`src/rtl/safe_access_controller_pkg.sv`:
```
`default_nettype none
// ============================================================================
// Module  : safe_access_controller_pkg
// Purpose : Shared types and constants for the safe access controller slice.
//           Holds the 3-bit controller state encoding and the keypad digit
//           width used by the bus interface.
// Ports   : none (package)
// Revision: 1.0 - initial release
// ============================================================================
package safe_access_controller_pkg;

  localparam int c_DIGIT_W = 4;

  // Encodings are fixed so that status decodes and debug taps stay stable.
  // Values 6 and 7 are illegal and recover through CLEAR.
  typedef enum logic [2:0] {
    ST_IDLE      = 3'd0,
    ST_ENTRY     = 3'd1,
    ST_FAIL_SHOW = 3'd2,
    ST_OPEN      = 3'd3,
    ST_LOCKOUT   = 3'd4,
    ST_CLEAR     = 3'd5
  } state_t;

endpackage
`default_nettype wire

```
`src/rtl/safe_access_controller_if.sv`:
```
`default_nettype none
// ============================================================================
// Module  : safe_access_controller_if
// Purpose : Bundles the keypad-side inputs, the checker status inputs and the
//           gated checker-side outputs of the access controller.
// Ports   : i_Keypad_DV/i_Keypad_Digit  keypad strobe and digit
//           i_Sm_Unlocked/i_Sm_Locked   checker status
//           o_Sm_Reset                  reset to the checker
//           o_Sm_Keypad_DV/_Digit       gated strobe and digit to the checker
//           Modport slave = controller, master = surrounding system.
// Revision: 1.0 - initial release
// ============================================================================
interface safe_access_controller_if;
  import safe_access_controller_pkg::*;

  logic                 i_Keypad_DV;
  logic [c_DIGIT_W-1:0] i_Keypad_Digit;
  logic                 i_Sm_Unlocked;
  logic                 i_Sm_Locked;
  logic                 o_Sm_Reset;
  logic                 o_Sm_Keypad_DV;
  logic [c_DIGIT_W-1:0] o_Sm_Keypad_Digit;

  modport master (
    output i_Keypad_DV, i_Keypad_Digit, i_Sm_Unlocked, i_Sm_Locked,
    input  o_Sm_Reset, o_Sm_Keypad_DV, o_Sm_Keypad_Digit
  );

  modport slave (
    input  i_Keypad_DV, i_Keypad_Digit, i_Sm_Unlocked, i_Sm_Locked,
    output o_Sm_Reset, o_Sm_Keypad_DV, o_Sm_Keypad_Digit
  );

endinterface
`default_nettype wire

```
`src/rtl/safe_access_controller_dwell_timer.sv`:
```
`default_nettype none
// ============================================================================
// Module  : dwell_timer
// Purpose : Loadable down-counter shared by all timed controller states.
//           Loading N-1 gives a dwell of exactly N cycles; the count holds at
//           zero once expired.
// Ports   : i_Clk, i_Reset (sync, active-high)
//           i_Load, i_Value[TIMER_W-1:0]  load strobe and value
//           o_Expired                     count == 0
// Revision: 1.0 - initial release
// ============================================================================
module dwell_timer #(
  parameter int TIMER_W = 24
) (
  input  wire logic               i_Clk,
  input  wire logic               i_Reset,
  input  wire logic               i_Load,
  input  wire logic [TIMER_W-1:0] i_Value,
  output logic                    o_Expired
);

  logic [TIMER_W-1:0] r_Count;

  always_ff @(posedge i_Clk) begin
    if (i_Reset) begin
      r_Count <= '0;
    end else if (i_Load) begin
      r_Count <= i_Value;
    end else if (r_Count != '0) begin
      r_Count <= r_Count - TIMER_W'(1);
    end
  end

  assign o_Expired = (r_Count == '0);

endmodule
`default_nettype wire

```
`src/rtl/safe_access_controller.sv`:
```
`default_nettype none
// ============================================================================
// Module  : safe_access_controller
// Purpose : Supervisor around the 3-digit password checker. Gates keypad
//           strobes into the checker, abandons idle entries, holds the door
//           open for a fixed window, shows failures, enforces a lockout after
//           repeated failures and re-arms the checker with a 1-cycle reset.
// Ports   : i_Clk, i_Reset (sync, active-high)
//           bus           keypad/checker signals (slave modport)
//           o_Door_Open   high in OPEN
//           o_Fail_Flash  high in FAIL_SHOW
//           o_Lockout     high in LOCKOUT
//           o_Fail_Count  consecutive-failure count
// Revision: 1.0 - initial release
// ============================================================================
module safe_access_controller
  import safe_access_controller_pkg::*;
#(
  parameter int          TIMER_W        = 24,
  parameter int          FAIL_W         = 3,
  parameter int unsigned TIMEOUT_CYCLES = 1000000,
  parameter int unsigned FLASH_CYCLES   = 250000,
  parameter int unsigned OPEN_CYCLES    = 5000000,
  parameter int unsigned LOCKOUT_CYCLES = 10000000,
  parameter int unsigned MAX_FAILS      = 3
) (
  input  wire logic              i_Clk,
  input  wire logic              i_Reset,
  safe_access_controller_if.slave bus,
  output logic                   o_Door_Open,
  output logic                   o_Fail_Flash,
  output logic                   o_Lockout,
  output logic [FAIL_W-1:0]      o_Fail_Count
);

  localparam logic [TIMER_W-1:0] c_TIMEOUT_LOAD = TIMER_W'(TIMEOUT_CYCLES - 1);
  localparam logic [TIMER_W-1:0] c_FLASH_LOAD   = TIMER_W'(FLASH_CYCLES - 1);
  localparam logic [TIMER_W-1:0] c_OPEN_LOAD    = TIMER_W'(OPEN_CYCLES - 1);
  localparam logic [TIMER_W-1:0] c_LOCKOUT_LOAD = TIMER_W'(LOCKOUT_CYCLES - 1);
  localparam logic [FAIL_W-1:0]  c_MAX_FAILS    = FAIL_W'(MAX_FAILS);
  localparam logic [FAIL_W-1:0]  c_FAIL_SAT     = '1;

  state_t             r_State;
  state_t             w_Next_State;
  logic [FAIL_W-1:0]  r_Fail_Count;
  logic [FAIL_W-1:0]  w_Fail_Next;
  logic [FAIL_W-1:0]  w_Fail_Inc;
  logic               w_Load;
  logic [TIMER_W-1:0] w_Load_Value;
  logic               w_Expired;
  logic               w_Fwd_DV;

  dwell_timer #(
    .TIMER_W (TIMER_W)
  ) u_dwell_timer (
    .i_Clk     (i_Clk),
    .i_Reset   (i_Reset),
    .i_Load    (w_Load),
    .i_Value   (w_Load_Value),
    .o_Expired (w_Expired)
  );

  // Keys only reach the checker while an entry can progress and the checker
  // has not yet reported a verdict.
  assign w_Fwd_DV = bus.i_Keypad_DV
                  & ((r_State == ST_IDLE) | (r_State == ST_ENTRY))
                  & ~bus.i_Sm_Locked & ~bus.i_Sm_Unlocked;

  assign w_Fail_Inc = (r_Fail_Count == c_FAIL_SAT) ? r_Fail_Count
                                                   : r_Fail_Count + FAIL_W'(1);

  always_ff @(posedge i_Clk) begin
    if (i_Reset) begin
      r_State      <= ST_IDLE;
      r_Fail_Count <= '0;
    end else begin
      r_State      <= w_Next_State;
      r_Fail_Count <= w_Fail_Next;
    end
  end

  always_comb begin
    w_Next_State = r_State;
    w_Fail_Next  = r_Fail_Count;
    w_Load       = 1'b0;
    w_Load_Value = c_TIMEOUT_LOAD;
    case (r_State)
      ST_IDLE: begin
        if (w_Fwd_DV) begin
          w_Next_State = ST_ENTRY;
          w_Load       = 1'b1;
        end
      end
      ST_ENTRY: begin
        // Checker verdict outranks the timeout, which outranks a new key.
        if (bus.i_Sm_Unlocked) begin
          w_Next_State = ST_OPEN;
          w_Load       = 1'b1;
          w_Load_Value = c_OPEN_LOAD;
          w_Fail_Next  = '0;
        end else if (bus.i_Sm_Locked) begin
          w_Fail_Next = w_Fail_Inc;
          w_Load      = 1'b1;
          if (w_Fail_Inc >= c_MAX_FAILS) begin
            w_Next_State = ST_LOCKOUT;
            w_Load_Value = c_LOCKOUT_LOAD;
          end else begin
            w_Next_State = ST_FAIL_SHOW;
            w_Load_Value = c_FLASH_LOAD;
          end
        end else if (w_Expired) begin
          w_Next_State = ST_CLEAR;
        end else if (w_Fwd_DV) begin
          w_Load = 1'b1;
        end
      end
      ST_FAIL_SHOW: begin
        if (w_Expired) w_Next_State = ST_CLEAR;
      end
      ST_OPEN: begin
        // Any key press relocks the door early.
        if (bus.i_Keypad_DV || w_Expired) w_Next_State = ST_CLEAR;
      end
      ST_LOCKOUT: begin
        if (w_Expired) begin
          w_Next_State = ST_CLEAR;
          w_Fail_Next  = '0;
        end
      end
      ST_CLEAR: begin
        w_Next_State = ST_IDLE;
      end
      default: begin
        w_Next_State = ST_CLEAR;
      end
    endcase
  end

  assign bus.o_Sm_Reset        = i_Reset | (r_State == ST_CLEAR);
  assign bus.o_Sm_Keypad_DV    = w_Fwd_DV;
  assign bus.o_Sm_Keypad_Digit = bus.i_Keypad_Digit;

  assign o_Door_Open  = (r_State == ST_OPEN);
  assign o_Fail_Flash = (r_State == ST_FAIL_SHOW);
  assign o_Lockout    = (r_State == ST_LOCKOUT);
  assign o_Fail_Count = r_Fail_Count;

endmodule
`default_nettype wire

```
`src/flat_wrapper.sv`:
```
// flat-port wrapper written by rule: the top's interface ports become plain ports
module safe_access_controller_flat import safe_access_controller_pkg::*;
#(
  parameter int          TIMER_W        = 24,
  parameter int          FAIL_W         = 3,
  parameter int unsigned TIMEOUT_CYCLES = 1000000,
  parameter int unsigned FLASH_CYCLES   = 250000,
  parameter int unsigned OPEN_CYCLES    = 5000000,
  parameter int unsigned LOCKOUT_CYCLES = 10000000,
  parameter int unsigned MAX_FAILS      = 3
)
  (i_Clk, i_Reset, o_Door_Open, o_Fail_Flash, o_Lockout, o_Fail_Count, bus_i_Keypad_DV, bus_i_Keypad_Digit, bus_i_Sm_Unlocked, bus_i_Sm_Locked, bus_o_Sm_Reset, bus_o_Sm_Keypad_DV, bus_o_Sm_Keypad_Digit);
  safe_access_controller_if bus_i ();
  input  wire logic i_Clk;
  input  wire logic i_Reset;
  output logic o_Door_Open;
  output logic o_Fail_Flash;
  output logic o_Lockout;
  output logic [FAIL_W-1:0] o_Fail_Count;
  input wire logic [$bits(bus_i.i_Keypad_DV)-1:0] bus_i_Keypad_DV;
  input wire logic [$bits(bus_i.i_Keypad_Digit)-1:0] bus_i_Keypad_Digit;
  input wire logic [$bits(bus_i.i_Sm_Unlocked)-1:0] bus_i_Sm_Unlocked;
  input wire logic [$bits(bus_i.i_Sm_Locked)-1:0] bus_i_Sm_Locked;
  output wire logic [$bits(bus_i.o_Sm_Reset)-1:0] bus_o_Sm_Reset;
  output wire logic [$bits(bus_i.o_Sm_Keypad_DV)-1:0] bus_o_Sm_Keypad_DV;
  output wire logic [$bits(bus_i.o_Sm_Keypad_Digit)-1:0] bus_o_Sm_Keypad_Digit;
  assign bus_i.i_Keypad_DV = bus_i_Keypad_DV;
  assign bus_i.i_Keypad_Digit = bus_i_Keypad_Digit;
  assign bus_i.i_Sm_Unlocked = bus_i_Sm_Unlocked;
  assign bus_i.i_Sm_Locked = bus_i_Sm_Locked;
  assign bus_o_Sm_Reset = bus_i.o_Sm_Reset;
  assign bus_o_Sm_Keypad_DV = bus_i.o_Sm_Keypad_DV;
  assign bus_o_Sm_Keypad_Digit = bus_i.o_Sm_Keypad_Digit;
  safe_access_controller #(.TIMER_W(TIMER_W), .FAIL_W(FAIL_W), .TIMEOUT_CYCLES(TIMEOUT_CYCLES), .FLASH_CYCLES(FLASH_CYCLES), .OPEN_CYCLES(OPEN_CYCLES), .LOCKOUT_CYCLES(LOCKOUT_CYCLES), .MAX_FAILS(MAX_FAILS)) u_core (.i_Clk(i_Clk), .i_Reset(i_Reset), .bus(bus_i), .o_Door_Open(o_Door_Open), .o_Fail_Flash(o_Fail_Flash), .o_Lockout(o_Lockout), .o_Fail_Count(o_Fail_Count));
endmodule
```
`config.mk`:
```
export PLATFORM = sky130hd
export DESIGN_NAME = safe_access_controller_flat
export DESIGN_NICKNAME = d
export VERILOG_FILES = /design/src/rtl/safe_access_controller_pkg.sv /design/src/rtl/safe_access_controller_if.sv /design/src/rtl/safe_access_controller_dwell_timer.sv /design/src/rtl/safe_access_controller.sv /design/src/flat_wrapper.sv
export SDC_FILE = /design/constraint.sdc
export NUM_CORES = 1
export LEC_CHECK = 0
export ABC_CLOCK_PERIOD_IN_PS = 4400
export CAP_MARGIN = 15
export CORE_MARGIN = 2
export CORE_UTILIZATION = 55
export DETAILED_ROUTE_END_ITERATION = 16
export PLACE_DENSITY = 0.74
export REMOVE_ABC_BUFFERS = 1
export SETUP_SLACK_MARGIN = 0.4
export SKIP_LAST_GASP = 1
export SLEW_MARGIN = 20
export SYNTH_ARGS = -nofsm -noshare
export SYNTH_HDL_FRONTEND = slang
export SYNTH_SLANG_ARGS = --single-unit
```
`constraint.sdc`:
```
create_clock -name i_Clk -period 4.4 [get_ports i_Clk]
set_input_delay 0.88 -clock i_Clk [delete_from_list [all_inputs] [get_ports i_Clk]]
set_output_delay 0.88 -clock i_Clk [all_outputs]
set_load 0.1 [all_outputs]
```
==> results.ini <==
[worst_setup_path]
required_ns=3.52
crit_family=buffers and inverters
path_class=flip-flop to output pin
cp-start-kind=flip-flop
slowest_stage=clkdlybuf4s50_1
arrival_ns=2.46
cp-end-kind=output pin
crit_path_max_incr_delay_ns=1.18
cp.buffers_inverters=2
crit_path_cell_trace=inv_1, nor3_1, clkdlybuf4s50_1
cp_max_fo=10

[synthesis]
avgSynthCellArea_um2=7.93
syn_inst=238
synth_top_area_share_pct=31.8
yosys_warnings=0
synth_top_flop_cell=dfxtp_1
synth_top_cells_by_count=30 x dfxtp_1, 28 x nand2_1, 26 x a21oi_1
synth_seq_area_share_pct=31.8
synth_top_cell_by_area=dfxtp_1
synth_most_common_cell=dfxtp_1
yosysUniqueCellTypes=54
synth_area_um2=1890
synthArstFlopShare_pct=0
synth-seq-cells=30
synth-edff-count=0
synthTopCellsByArea=dfxtp_1 32%, a21oi_1 6.9%, nand2_1 5.6%, nor2_1 5.0%, nor3_1 4.8%

[route]
vias_per_cell=5.73
wl_per_cell_um=13.6
vias=1667
drt_iter0_drc=109
drc_errors=0
postRouteAntennaNets=0
wl_mm=3.97
drt_pass1_iterations=4

[layout]
final_layout_size_suffix_gt1_share_pct=10.6
multi_input_area_um2=1170
nets=255
fillCellCount=329
fin_util_pct=61.5
num_antenna_cells=0
final-seq-area_um2=601
area_delta_synth_final_pct=7.82

[timing]
worst_pin_slew_ns=0.977
slew_violations=0
rsz0062_at_grt=false
finalSetupTns_ns=0
slew_headroom_pct=34.6
max_freq_mhz=300
hold_viol=0
period_share_pct=75.9
setup_viol=0
fin_worst_skew_ns=0.0115
finalCriticalPeriod_ns=3.34

[power_and_ir_drop]
peakVddDrop_uv=362
p_sw_uw=689
powerDensity_nw_per_um2=720
pwr-share-seq_pct=33.7
power_frac_comb_pct=54.4
p_int_uw=776
leakage_nw=0.774
pwr-share-clk_pct=11.9
switching_share_pct=47.0

[place]
place_congestion=0.829
io_buffers=12
dp_hpwl_mm=2.81

[clock_network]
clk_pin_slew_worst_paths_ns=0.09
clock-root-buffer=clkbuf_4
cts_resized=0
cts_tree=built
postCtsSetupRepairBufs=0
clockBufferDepth=2
numCtsBuffers=5
cts.sinks=30
insertion_delay_ns=0.34
htreeDepth=2
hold_buffers=0

[global_routing]
grt_pass1_wl_mm=7.20
antenna_found_initial=0
grt_pass1_vias=1594
grt_max_degree=21
grt_overflow=0
track_usage_pct=22.8

[die]
start_util_pct=57.0
rows=21
die_h_um=62.6
die_w_um=62.6
die-area_um2=3920
core_um2=3310
ios=21

[worst_hold_path]
hold_path_class=flip-flop to flip-flop

[job]
max-cap-violations=0

[run_status]
outcome=completed

[state kept, by name (all words and copies together), names as in the netlist]
name	count
u_core.o_Fail_Count	3
u_core.r_State	3
u_core.u_dwell_timer.r_Count	24
[routing by layer]
| metal | global-route usage, % | vias up | wire length (um) |
|---|---|---|---|
| met5 | 0 | - | 0 |
| met4 | 10.3 | 0 | 74 |
| met3 | 4.14 | 7 | 184 |
| met2 | 35.1 | 37 | 1810 |
| met1 | 31.1 | 768 | 1900 |
| li1 | - | 855 | - |
[layout make-up]
cell class | count | area share (%)
Clock buffer | 7 | 2.70
Clock inverter | 1 | 0.246
Inverter | 6 | 1.11
Multi-Input combinational cell | 188 | 57.6
Sequential cell | 30 | 29.5
Tap cell | 46 | 2.83
Timing Repair Buffer | 13 | 6.02
[through the flow]
stage	hold WS (ns)	instance area (um2)	power, mW	instances	worst slack (ns)
6_report	0.521	2040	1.47	291	1.06
4_1_cts	0.521	2040	1.47	291	1.04
3_5_place_dp	0.508	1980	1.29	283	1.18
3_3_place_gp	0.499	1980	1.28	283	1.19
2_1_floorplan	0.476	1800	1.13	224	0.194
5_1_grt	0.540	2040	1.61	291	0.930
[placed cells by master (no fill, tap or decap), drive strengths merged, types with 2 or more instances in the layout]
cell type      count
a2111oi            3
a211oi             2
a21boi             2
a21o               2
a21oi             26
a22oi              2
a31o               2
a31oi              2
and2               2
and3               3
buf                3
clkbuf             7
clkdlybuf4s50     10
dfxtp             30
ha                 2
inv                6
nand2             28
nand2b             5
nand3              3
nor2              29
nor2b              2
nor3              19
nor3b              3
nor4               7
o21a               3
o21ai              5
or2                3
or3                2
xnor2              6
xor2              10
[path summary, 6_finish.rpt]
| check | slack (ns) | cells past startpoint | to | start |
|---|---|---|---|---|
| worst max-delay path | 1.06 | 3 | o_Fail_Flash | u_core.r_State[1] |
| worst min-delay path | 0.52 | 2 | u_core.u_dwell_timer.r_Count[11] | u_core.u_dwell_timer.r_Count[11] |
| worst min register to register | 0.52 | 2 | u_core.u_dwell_timer.r_Count[11] | u_core.u_dwell_timer.r_Count[11] |
| worst max register to register | 1.96 | 8 | u_core.u_dwell_timer.r_Count[17] | u_core.u_dwell_timer.r_Count[0] |
[tightest hold or removal path, stage by stage, from the launching register on]
cell	delay, ns
dfxtp_1	0.34
o21ai_0	0.08
a21oi_1	0.06
[cells by family after synthesis]
family | count (synthesis) | synth area share [%]
xor gates and xnor gates | 16 | 7.42
and+or+nand+nor | 113 | 32.5
muxes | 1 | 0.530
adders and majority gates | 2 | 1.33
DFF | 30 | 31.8
buffers and inverters | 20 | 6.10
AOI/OAI and AO/OA | 56 | 20.3
[power by group through the flow]
| stage | Combinational (mW) | Clock [mW] | Sequential [mW] |
|---|---|---|---|
| floorplan | 0.650 | 0 | 0.484 |
| global placement | 0.784 | 0 | 0.497 |
| detailed placement | 0.788 | 0 | 0.499 |
| CTS | 0.796 | 0.177 | 0.493 |
| global route | 0.909 | 0.187 | 0.512 |
| finish | 0.797 | 0.174 | 0.494 |
Power figures use the tool's default switching activity.
